[src/rtl/core_pkg.sv]
// Shared core definitions: fetch datapath widths and the {pc, instr}
// record that travels from fetch through the instruction queue to decode.
package core_pkg;

    localparam int ADDR_WIDTH  = 12;
    localparam int INSTR_WIDTH = 32;

    typedef struct packed {
        logic [ADDR_WIDTH-1:0]  pc;
        logic [INSTR_WIDTH-1:0] instr;
    } fetch_entry_t;

endpackage

[src/rtl/queue_ctrl.sv]
// Pointer and occupancy management for the instruction queue.
// Head/tail wrap naturally at DEPTH (power of two); occupancy is a separate
// counter so full and empty are distinguished without an extra pointer bit.
module queue_ctrl #(
    parameter int DEPTH = 4,
    localparam int PTR_W = $clog2(DEPTH),
    localparam int CNT_W = $clog2(DEPTH + 1)
) (
    input  logic             clk,
    input  logic             reset,
    input  logic             flush,
    input  logic             enq_valid,
    input  logic             deq_ready,
    output logic             full,
    output logic             empty,
    output logic             wr_en,
    output logic [PTR_W-1:0] head_idx,
    output logic [PTR_W-1:0] tail_idx,
    output logic [CNT_W-1:0] count
);

    logic [PTR_W-1:0] head_reg, head_next;
    logic [PTR_W-1:0] tail_reg, tail_next;
    logic [CNT_W-1:0] count_reg, count_next;
    logic             do_enq;
    logic             do_deq;

    // Status comes from registered count only, so fetch back-pressure has
    // no combinational dependence on deq_ready (no same-cycle full bypass).
    assign full  = (count_reg == CNT_W'(DEPTH));
    assign empty = (count_reg == '0);

    assign do_enq = enq_valid && !full;
    assign do_deq = deq_ready && !empty;

    // Storage write is suppressed when the enqueue is being discarded.
    assign wr_en = do_enq && !flush && !reset;

    assign head_idx = head_reg;
    assign tail_idx = tail_reg;
    assign count    = count_reg;

    // Next-state pointers/count; flush overrides any same-cycle transfer.
    always_comb begin
        head_next  = head_reg;
        tail_next  = tail_reg;
        count_next = count_reg;
        if (flush) begin
            head_next  = '0;
            tail_next  = '0;
            count_next = '0;
        end else begin
            if (do_enq) begin
                tail_next = tail_reg + PTR_W'(1);
            end
            if (do_deq) begin
                head_next = head_reg + PTR_W'(1);
            end
            case ({do_enq, do_deq})
                2'b10:   count_next = count_reg + CNT_W'(1);
                2'b01:   count_next = count_reg - CNT_W'(1);
                default: count_next = count_reg;
            endcase
        end
    end

    // State registers; reset has priority over everything.
    always_ff @(posedge clk) begin
        if (reset) begin
            head_reg  <= '0;
            tail_reg  <= '0;
            count_reg <= '0;
        end else begin
            head_reg  <= head_next;
            tail_reg  <= tail_next;
            count_reg <= count_next;
        end
    end

endmodule

[src/rtl/instr_queue.sv]
// Instruction queue between fetch and decode/rename. Holds up to DEPTH
// {pc, instr} entries in program order; the head entry is presented to
// decode through a combinational read indexed by the registered head.
module instr_queue #(
    parameter int ADDR_WIDTH  = core_pkg::ADDR_WIDTH,
    parameter int INSTR_WIDTH = core_pkg::INSTR_WIDTH,
    parameter int DEPTH       = 4,
    localparam int PTR_W = $clog2(DEPTH),
    localparam int CNT_W = $clog2(DEPTH + 1)
) (
    input  logic                   clk,
    input  logic                   reset,
    input  logic                   flush,
    input  logic                   enq_valid,
    input  logic [ADDR_WIDTH-1:0]  enq_pc,
    input  logic [INSTR_WIDTH-1:0] enq_instr,
    output logic                   enq_ready,
    output logic                   deq_valid,
    output logic [ADDR_WIDTH-1:0]  deq_pc,
    output logic [INSTR_WIDTH-1:0] deq_instr,
    input  logic                   deq_ready,
    output logic [CNT_W-1:0]       count
);

    // Same layout as core_pkg::fetch_entry_t, but sized by this block's
    // parameters so non-default widths still work.
    typedef struct packed {
        logic [ADDR_WIDTH-1:0]  pc;
        logic [INSTR_WIDTH-1:0] instr;
    } entry_t;

    entry_t           mem [DEPTH];
    entry_t           head_entry;
    logic             full;
    logic             empty;
    logic             wr_en;
    logic [PTR_W-1:0] head_idx;
    logic [PTR_W-1:0] tail_idx;

    queue_ctrl #(
        .DEPTH(DEPTH)
    ) u_ctrl (
        .clk      (clk),
        .reset    (reset),
        .flush    (flush),
        .enq_valid(enq_valid),
        .deq_ready(deq_ready),
        .full     (full),
        .empty    (empty),
        .wr_en    (wr_en),
        .head_idx (head_idx),
        .tail_idx (tail_idx),
        .count    (count)
    );

    assign enq_ready = !full;
    assign deq_valid = !empty;

    // Storage write at tail; contents are not reset (don't-care when empty).
    always_ff @(posedge clk) begin
        if (wr_en) begin
            mem[tail_idx] <= '{pc: enq_pc, instr: enq_instr};
        end
    end

    // Head entry is always visible; decode qualifies it with deq_valid.
    assign head_entry = mem[head_idx];
    assign deq_pc     = head_entry.pc;
    assign deq_instr  = head_entry.instr;

endmodule

[config.mk]
export PLATFORM = sky130hd
export DESIGN_NAME = instr_queue
export DESIGN_NICKNAME = d
export VERILOG_FILES = /design/src/rtl/core_pkg.sv /design/src/rtl/queue_ctrl.sv /design/src/rtl/instr_queue.sv
export SDC_FILE = /design/constraint.sdc
export NUM_CORES = 1
export LEC_CHECK = 0
export CAP_MARGIN = 20
export CORE_MARGIN = 5
export CORE_UTILIZATION = 40
export CTS_CLUSTER_DIAMETER = 200
export DETAILED_ROUTE_END_ITERATION = 12
export DONT_BUFFER_PORTS = 1
export SLEW_MARGIN = 20
export SYNTH_ARGS = -nofsm -noshare
export SYNTH_HDL_FRONTEND = slang
export SYNTH_SLANG_ARGS = --single-unit
[constraint.sdc]
create_clock -name clk -period 6.2 [get_ports clk]
set_input_delay 0.62 -clock clk [delete_from_list [all_inputs] [get_ports clk]]
set_output_delay 0.62 -clock clk [all_outputs]
set_load 0.05 [all_outputs]
==> impl_results.md, run 1 <==
* Max Slew Vio Count at 0
* Fmax at between 300 and 400 MHz
* Power per cell area at 322.8 mW/mm^2
* Syn nets at 338
* RSZ-0062 raised after global routing: no
* Layout Utilization at 0.4581
* Cell breakdown of the critical path: or3b_4 -> and2_4 -> inv_1 -> ha_1 -> inv_1 -> fa_1 -> xor2_1 -> or3_2 -> a21oi_1
* Setup_tns at 0 ns
* Cell area after synthesis at 0.006832 mm^2
* Final worst-path cycle share at 0.4828
* DP Area at 0.007082 mm^2
* Yosys reg bits at 185
* H-tree depth at 4
* Critical path capture point type: flip-flop
* Worst path required time at 6.55 ns
* Nets@finish at 350
* Outcome: finished clean
* Die span in y at 140.7 um
* Top cells by area, synth: edfxtp_1 (77%), mux4_2 (15%), dfxtp_1 (2.6%)
* First-pass GRT wire length at 18000 um
* Largest net degree at the start of global routing at 45
* Grt ovf at 0
* HP Class: input port to flip-flop
* Post-CTS Resized at 0
* Hold buffer count at CTS at 0
* DRC errors left at 0
* Routed Antenna Nets at 0
* Input/output buffers at 0
* Seq/Total Area, Yosys at 0.8000
* Fillcell total at 1389
* Critical Path Most Common Cell: inv_1
* Cell depth of the worst setup path at 9
* Rows at 47
* GPL Wtd Cong at 0.6860
* Vias post-DR at about 2700
* Yosys warning total at 0
* Number of flip-flops in the largest register at 176
* HP Start: enq_instr[7]
* End of the critical path: u_ctrl.count[2]
* Crit path buf inv count at 2
* Setup CP Type: flip-flop to flip-flop
* Max stage delay on crit path at 0.72 ns
* Clk_skew at ~0.0068 ns
* Slew margin rel. at 0.3760
* Total CTS buffers at 17
* Peak supply drop at 0.1723 mV
* Static Leakage at 2.299 nW
* MaxCap Viol Count at 0
* Vias in the first global route at 2991
* Final setup viols at 0
* Clk Latency, worst-skew pair at around 0.42 ns
* # clock sinks at 185
* Final Critical Period at 2.994 ns
* Crit path max-delay cell type: dfxtp_1
* Post CTS Setup Buffer Count at 0
* Fin area at 0.007624 mm^2
* Critical R2R Launch: u_ctrl.count[2]
* Clock Tree Root: clkbuf_16
* Netlist cell types at 29
* Final Hold Vio Count at 0
* DPL Wire Length at 6785 um
* Layout cell share with drive strength beyond 1 at 0.2997
* Critical path arrival at 3.34 ns
* Longest Clk Path Bufs at 2
* Clk pin slew, worst setup/hold paths at 0.07 ns
* CTS tree: built
* Starting density of the core at 0.4105
* Post-Route WL at between 10000 and 15000 um
* Die span in x at 140.7 um
* Total track usage at 0.1246
* Reg2reg end: u_ctrl.count[2]
* Most common cell after layout, fill and taps aside: edfxtp_1
* Reg2reg path depth at 9
* Drt pass-1 iters at 4
* Initial antenna violation count at 0
* Cell accounting for the most synthesized area: edfxtp_1
* Top-area cell type share of the netlist area at 0.7736
* Avg Vias per Cell at 5.207
* I/O pin cnt at 98
* Overall Power at 2.461 mW
* WL/cell at between 20 and 25 um
* Synth Instances at 283
* Worst Setup Start Kind: flip-flop
* Commonest non-fill, non-tap cells in the layout: edfxtp_1 (176), mux4_2 (44), clkbuf_16 (17)
* CP top delay family: simple AND/OR/NAND/NOR gates
* Synthesized area per cell at approximately 24 um^2
* Core area at 0.01664 mm^2
* Initial DRC count at 180
* Synthesis-to-finish area growth at 11.59%
* Critical path fanouts, max at 7
* Reg2Reg Setup Slack at 3.21 ns
* Crit. Startpoint: u_ctrl.count[2]
* Worst slew pin tran at 0.9360 ns
* Full die area at roughly 0.02 mm^2
* Antenna diode count at 0
==> Yosys cell counts (all sizes together) <==
master  count
or3b        1
and2        1
nand4       1
nand2       2
clkbuf      2
edfxtp    176
xor2        3
o31ai       1
mux2i       1
o311ai      1
mux4       44
inv         6
a21oi       2
buf        10
o21ai       1
xnor2       1
or3         2
ha          5
and3        4
o31a        1
or2         1
nor2        7
dfxtp       9
fa          1
==> where the power goes <==
| part | leakage, nW | internal (mW) | total (mW) | switching (mW) |
|---|---|---|---|---|
| clock network | 0.256 | 0.523 | 0.981 | 0.458 |
| registers | 1.66 | 1.38 | 1.39 | 0.0116 |
| logic | 0.380 | 0.0222 | 0.0872 | 0.0650 |
==> metrics by stage <==
| stage | hold WS, ns | instances | setup slack, ns |
|---|---|---|---|
| after floorplan | 0.4688 | 283 | 3.316 |
| after global placement | 0.4915 | 496 | 3.324 |
| after detailed placement | 0.5183 | 496 | 3.203 |
| after CTS | 0.2660 | 527 | 3.177 |
| after global routing | 0.2565 | 527 | 3.046 |
| final | 0.2877 | 527 | 3.206 |
==> cells by family (layout without fill, tap and decap cells) <==
| group | Yosys count | in the layout | synth area share |
|---|---|---|---|
| AO/OA/AOI/OAI | 6 | 6 | 0.006776 |
| XOR/XNOR | 4 | 4 | 0.005129 |
| adder cells (fa/ha/maj) | 6 | 6 | 0.01209 |
| buffers and inverters | 18 | 42 | 0.01355 |
| flip-flops | 185 | 185 | 0.8000 |
| multiplexers | 45 | 45 | 0.1465 |
| AND/OR/NAND/NOR | 19 | 19 | 0.01593 |
==> worst reg2reg max path, cell delays in order, from the launching register on <==
cell and delay, ns:
dfxtp_1 0.72, or3b_4 0.57, and2_4 0.22, inv_1 0.06, ha_1 0.18, inv_1 0.06, fa_1 0.37, xor2_1 0.16
or3_2 0.40, a21oi_1 0.17
==> layout make-up <==
type,instances,area (um^2),share of cell area
Clock buffer,18,429.2,0.05629
Inverter,6,22.52,0.002954
Sequential cell,185,5470,0.7175
Clock inverter,13,112.6,0.01477
Multi-Input combinational cell,80,1276,0.1674
Timing Repair Buffer,5,37.54,0.004924
Tap cell,220,275.3,0.03611
==> worst min path at each step <==
stage	cells after the start	slack [ns]	to
final	0	0.29	mem[1][7]
after global routing	0	0.26	mem[1][39]
after CTS	0	0.27	mem[2][39]
after detailed placement	2	0.52	u_ctrl.tail_idx[0]
after global placement	2	0.49	u_ctrl.tail_idx[0]
after floorplan	2	0.47	u_ctrl.tail_idx[0]
==> layer usage <==
metal,track usage,vias to the layer above,routed length (um)
li1,-,1205,-
met1,0.1365,1463,4383
met2,0.2102,67,6228
met5,0,-,0
met3,0.06434,9,981
met4,0.04131,0,141
No activity file was read; power rests on OpenSTA's default activity.
==> run 2: changes to the inputs <==
==> constraint.sdc (replaced) <==
create_clock -name clk -period 3.1 [get_ports clk]
set_input_delay 0.31 -clock clk [delete_from_list [all_inputs] [get_ports clk]]
set_output_delay 0.31 -clock clk [all_outputs]
set_load 0.05 [all_outputs]
==> impl_results.md, run 2 (synthesized netlist as in run 1, its figures left out) <==
* Die span in x at 140.7 um
* Slew margin rel. at 0.6363
* Worst slew pin tran at 0.5456 ns
* Fillcell total at approximately 1400
* H-tree depth at 4
* Hold depth at 2
* Peak supply drop at ~0.38 mV
* Max Slew Vio Count at 0
* HP Class: input port to flip-flop
* Die span in y at 140.7 um
* Clk_skew at just under 0.007 ns
* Non-Filler Instances at 574
* Setup CP Type: flip-flop to flip-flop
* Longest Clk Path Bufs at 2
* Combinational Power Share at 0.051
* WL/cell at 20.82 um
* Final worst-path cycle share at 0.8048
* Drt pass-1 iters at 4
* Reg2reg path depth at 9
* Full die area at 0.01979 mm^2
* Input/output buffers at 0
* Starting density of the core at 0.4105
* First-pass GRT wire length at 18570 um
* Sw Pwr at 1.085 mW
* Core area at 0.01664 mm^2
* Synthesis-to-finish area growth at 18.92%
* Total CTS buffers at 17
* Critical path capture point type: flip-flop
* Rows at 47
* Total track usage at 0.1264
* Most common cell after layout, fill and taps aside: edfxtp_1
* I/O pin cnt at 98
* Multi-input logic area at 0.001276 mm^2
* Vias post-DR at just under 3000
* DPL Wire Length at around 7100 um
* Worst path required time at 3.45 ns
* Post-CTS Resized at 0
* Initial antenna violation count at 0
* Clock Tree Root: clkbuf_16
* Post-Route WL at 11950 um
* Final Critical Period at 2.495 ns
* Placed cells at 500
* Seq. cell area at about 0.0055 mm^2
* Final setup viols at 0
* DRC errors left at 0
* Outcome: finished clean
* Worst Setup Start Kind: flip-flop
* Antenna diode count at 0
* Final Hold Vio Count at 0
* Share of total power in sequential cells at 0.550
* RSZ-0062 raised after global routing: no
* Clk pin slew, worst setup/hold paths at 0.06 ns
* GPL Wtd Cong at 0.6874
* Vias in the first global route at 3204
* Nets@finish at 398
* Clk Latency, worst-skew pair at slightly above 0.4 ns
* Layout cell share with drive strength beyond 1 at 0.2655
* Hold buffer count at CTS at 44
* CTS tree: built
* Grt ovf at 0
* Commonest non-fill, non-tap cells in the layout: edfxtp_1 (176), mux4_2 (44), dlygate4sd3_1 (44)
* Setup_tns at 0 ns
* Static Leakage at 2.517 nW
* Power per cell area at between 600 and 700 mW/mm^2
* # clock sinks at 185
* Post CTS Setup Buffer Count at 0
* Critical path arrival at 2.84 ns
* MaxCap Viol Count at 0
* Largest net degree at the start of global routing at 28
* Critical path fanouts, max at 7
* Routed Antenna Nets at 0
* Clk pwr share at 0.399
* Avg Vias per Cell at 5.075
* Initial DRC count at 145
* Fmax at 400.8 MHz
* Power Internal at just under 4 mW
* Switching power share of the total at 0.2151
* Number of flip-flops in the largest register at 176
-- run 2: cell count changes in the layout (fill, tap and decap cells not counted), sizes merged --
cell         change
bufinv           +1
inv              -3
clkinvlp         -2
buf              +4
clkinv           +3
dlygate4sd3     +44
-- run 2: power by group through the flow --
| stage | clock [mW] | combinational (mW) | sequential [mW] |
|---|---|---|---|
| global placement | 0 | 0.194 | 2.83 |
| global route | 2.20 | 0.275 | 2.77 |
| finish | 2.01 | 0.258 | 2.77 |
| floorplan | 0 | 0.167 | 2.83 |
| CTS | 2.06 | 0.263 | 2.77 |
| detailed placement | 0 | 0.195 | 2.83 |
-- run 2: critical path, cell delays in order, from the launching register on --
cell	delay, ns
dfxtp_1	0.32
or3b_4	0.50
and2_4	0.23
inv_1	0.06
ha_1	0.18
inv_1	0.06
fa_1	0.37
xor2_1	0.16
or3_2	0.40
a21oi_1	0.14
-- run 2: per-stage QoR --
step	hold WS [ns]	utilization	total power, mW	instance area (um^2)	worst slack (ns)
CTS	0.06923	0.4882	5.095	8124	0.6033
detailed placement	0.4090	0.4288	3.024	7137	0.6218
global route	0.07805	0.4882	5.244	8124	0.4722
global placement	0.4090	0.4288	3.021	7137	0.6697
floorplan	0.4089	-	2.997	6832	0.2164
finish	0.09301	0.4882	5.042	8124	0.6052
-- run 2: cell type report --
cell class,instances,area share
clock inverter,12,0.01448
timing repair buffer,53,0.06561
tap,220,0.03388
multi-input combinational,80,0.1571
inverter,6,0.002772
clock buffer,18,0.05283
sequential,185,0.6733
-- run 2: path summary, 6_finish.rpt --
kind                      startpoint                 end  slack (ns)
setup reg to reg     u_ctrl.count[0]     u_ctrl.count[2]        0.61
hold / removal             enq_valid  u_ctrl.tail_idx[1]        0.09
setup / recovery     u_ctrl.count[0]     u_ctrl.count[2]        0.61
hold reg to reg   u_ctrl.tail_idx[0]  u_ctrl.tail_idx[0]        0.51
-- run 2: per-layer routing --
layer,vias to the layer above,wire length [um],track usage
li1,1299,-,-
met2,62,6397,0.2170
met3,10,632,0.04572
met1,1542,4773,0.1486
met5,-,0,0
met4,0,148,0.04131
==> run 3: changes to the inputs <==
--- a/config.mk
+++ b/config.mk
@@ -5,6 +5,7 @@
 export SDC_FILE = /design/constraint.sdc
 export NUM_CORES = 1
 export LEC_CHECK = 0
+export ABC_AREA = 1
 export CAP_MARGIN = 20
 export CORE_MARGIN = 5
 export CORE_UTILIZATION = 40
==> constraint.sdc (replaced) <==
create_clock -name clk -period 2.4 [get_ports clk]
set_input_delay 0.24 -clock clk [delete_from_list [all_inputs] [get_ports clk]]
set_output_delay 0.24 -clock clk [all_outputs]
set_load 0.05 [all_outputs]
==> impl_results.md, run 3 <==
* Outcome: finished clean
* Most frequent cell after synthesis: edfxtp_1
* Overall Power at 6.860 mW
* Netlist cell types at 24
* DPL Wire Length at 8371 um
* Top cells by area, synth: edfxtp_1 (74%), o21ai_0 (5.9%), nor2_1 (4.7%)
* # clock sinks at 185
* Post-CTS Resized at 0
* Ys flop type: edfxtp_1
* Input/output buffers at 0
* Layout Utilization at 0.5150
* Grt ovf at 0
* Die span in x at 143.2 um
* Commonest non-fill, non-tap cells in the layout: edfxtp_1 (176), nor2_1 (85), o21ai_0 (83)
* Most Used Layer, Global Route: met2
* Full die area at between 0.02 and 0.025 mm^2
* Setup_tns at 0 ns
* CTS tree: built
* HP Class: input port to flip-flop
* Synthesis-to-finish area growth at 25.97%
* Power per cell area at 767.4 mW/mm^2
* Clk pin slew, worst setup/hold paths at 0.07 ns
* Post CTS Setup Buffer Count at 0
* Starting density of the core at 0.4088
* Post-Route WL at 14750 um
* Yosys warning total at 0
* Top-area cell type share of the netlist area at 0.7448
* Worst slew pin tran at 0.5402 ns
* H-tree depth at 4
* Largest net degree at the start of global routing at 89
* Total CTS buffers at 17
* Synth Instances at 493
* Reg2Reg Setup Slack at 0.44 ns
* Hold depth at 3
* Rows at 48
* Peak supply drop at 0.4826 mV
* Reg2reg path depth at 12
* Critical R2R Launch: u_ctrl.count[1]
* Yosys reg bits at 185
* DRC errors left at 0
* Static Leakage at ~3.0 nW
* Slew margin rel. at 0.6398
* GR Util met1 at 0.1782
* Worst path required time at 2.16 ns
* Drt pass-1 iters at 4
* GR Layer Usage met3 at 0.04287
* Minimum hold slack at 0.02331 ns
* Cell area after synthesis at 0.007096 mm^2
* WL/cell at 17.79 um
* Final setup viols at 0
* Final Critical Period at 2.220 ns
* RSZ-0062 raised after global routing: no
* Critical path capture point type: output pin
* I/O pin cnt at 98
* Seq/Total Area, Yosys at 0.7702
* Fillcell total at 1428
* Met2 usage at 0.2441
* Worst Setup Start Kind: flip-flop
* HP Start: enq_valid
* Initial DRC count at 226
* Setup CP Type: flip-flop to output pin
* Longest Clk Path Bufs at 2
* Ys async rst share at 0
* MaxCap Viol Count at 0
* Most common cell after layout, fill and taps aside: edfxtp_1
* Synthesized area per cell at 14.39 um^2
* Die span in y at about 140 um
* Final worst-path cycle share at 0.9252
* Number of synthesized flops with an enable pin at 176
* Commonest cells post-synth: edfxtp_1 (176), nor2_1 (89), o21ai_0 (83)
* Nets@finish at 645
* Number of flip-flops in the largest register at approximately 180
* Critical path fanouts, max at 27
* Final Hold Vio Count at 0
* Vias post-DR at 4245
* Critical path arrival at roughly 2.0 ns
* Core area at 0.01736 mm^2
* Cell accounting for the most synthesized area: edfxtp_1
* Syn nets at 548
* Clock Tree Root: clkbuf_16
* Vias in the first global route at approximately 4400
* Clk_skew at 0.006709 ns
* GPL Wtd Cong at around 0.77
* Max Slew Vio Count at 0
* Fmax at 450.4 MHz
* Clk Latency, worst-skew pair at 0.42 ns
* Layout cell share with drive strength beyond 1 at 0.2040
* First-pass GRT wire length at 22690 um
* Avg Vias per Cell at about 5.1
* Total track usage at 0.1463
* Non-Filler Instances at 829
* Routed Antenna Nets at 0
* Initial antenna violation count at 1
* Placed cells at 750
## run 3: critical path, stage by stage (launching register included)
cell     delay (ns)
dfxtp_2        0.32
inv_2          0.38
buf_4          0.29
o21ai_0        0.12
o22ai_1        0.19
buf_4          0.24
## run 3: stage by stage
stage	setup slack (ns)	area (um^2)
after floorplan	0.04100	7143
after global routing	0.03120	8939
final	0.1796	8939
after detailed placement	0.4541	7884
after global placement	0.5269	7884
after CTS	0.1119	8936
## run 3: cell families after synthesis
| group | count (synthesis) | share of synthesized area |
|---|---|---|
| DFF | 185 | 0.7702 |
| and+or+nand+nor | 119 | 0.06877 |
| adders and majority gates | 6 | 0.01164 |
| buffers and inverters | 43 | 0.03403 |
| AOI/OAI and AO/OA | 140 | 0.1153 |
## run 3: report_power, final
group | internal, mW | total (mW) | switching [mW]
sequential | 3.57 | 3.59 | 0.0164
clock | 1.56 | 2.75 | 1.19
combinational | 0.183 | 0.522 | 0.339
## run 3: final timing paths
path                                      endpoint
worst min-delay path            u_ctrl.tail_idx[1]
worst min register to register           flip-flop
worst max register to register     u_ctrl.count[2]
worst max-delay path                 deq_instr[27]
## run 3: cell type report
cell class,instances,area [um^2],share of cell area
Antenna cell,1,2.502,0.0002800
Clock buffer,18,429.2,0.04801
Clock inverter,14,162.7,0.01820
Inverter,16,65.06,0.007279
Multi-Input combinational cell,265,1434,0.1604
Sequential cell,185,5473,0.6123
Tap cell,225,281.5,0.03149
Timing Repair Buffer,105,1091,0.1221
## run 3: per-layer routing
| layer | up-vias | wire, um |
|---|---|---|
| li1 | 2025 | - |
| met1 | 2103 | 6241 |
| met2 | 93 | 7467 |
| met3 | 24 | 782 |
| met4 | 0 | 254 |
| met5 | - | 0 |
## run 3: timing repair
item,4_1_cts,5_1_grt
setup endpoints to repair,0,0
hold buffers,46,0
endpoints found under the hold margin,180,0
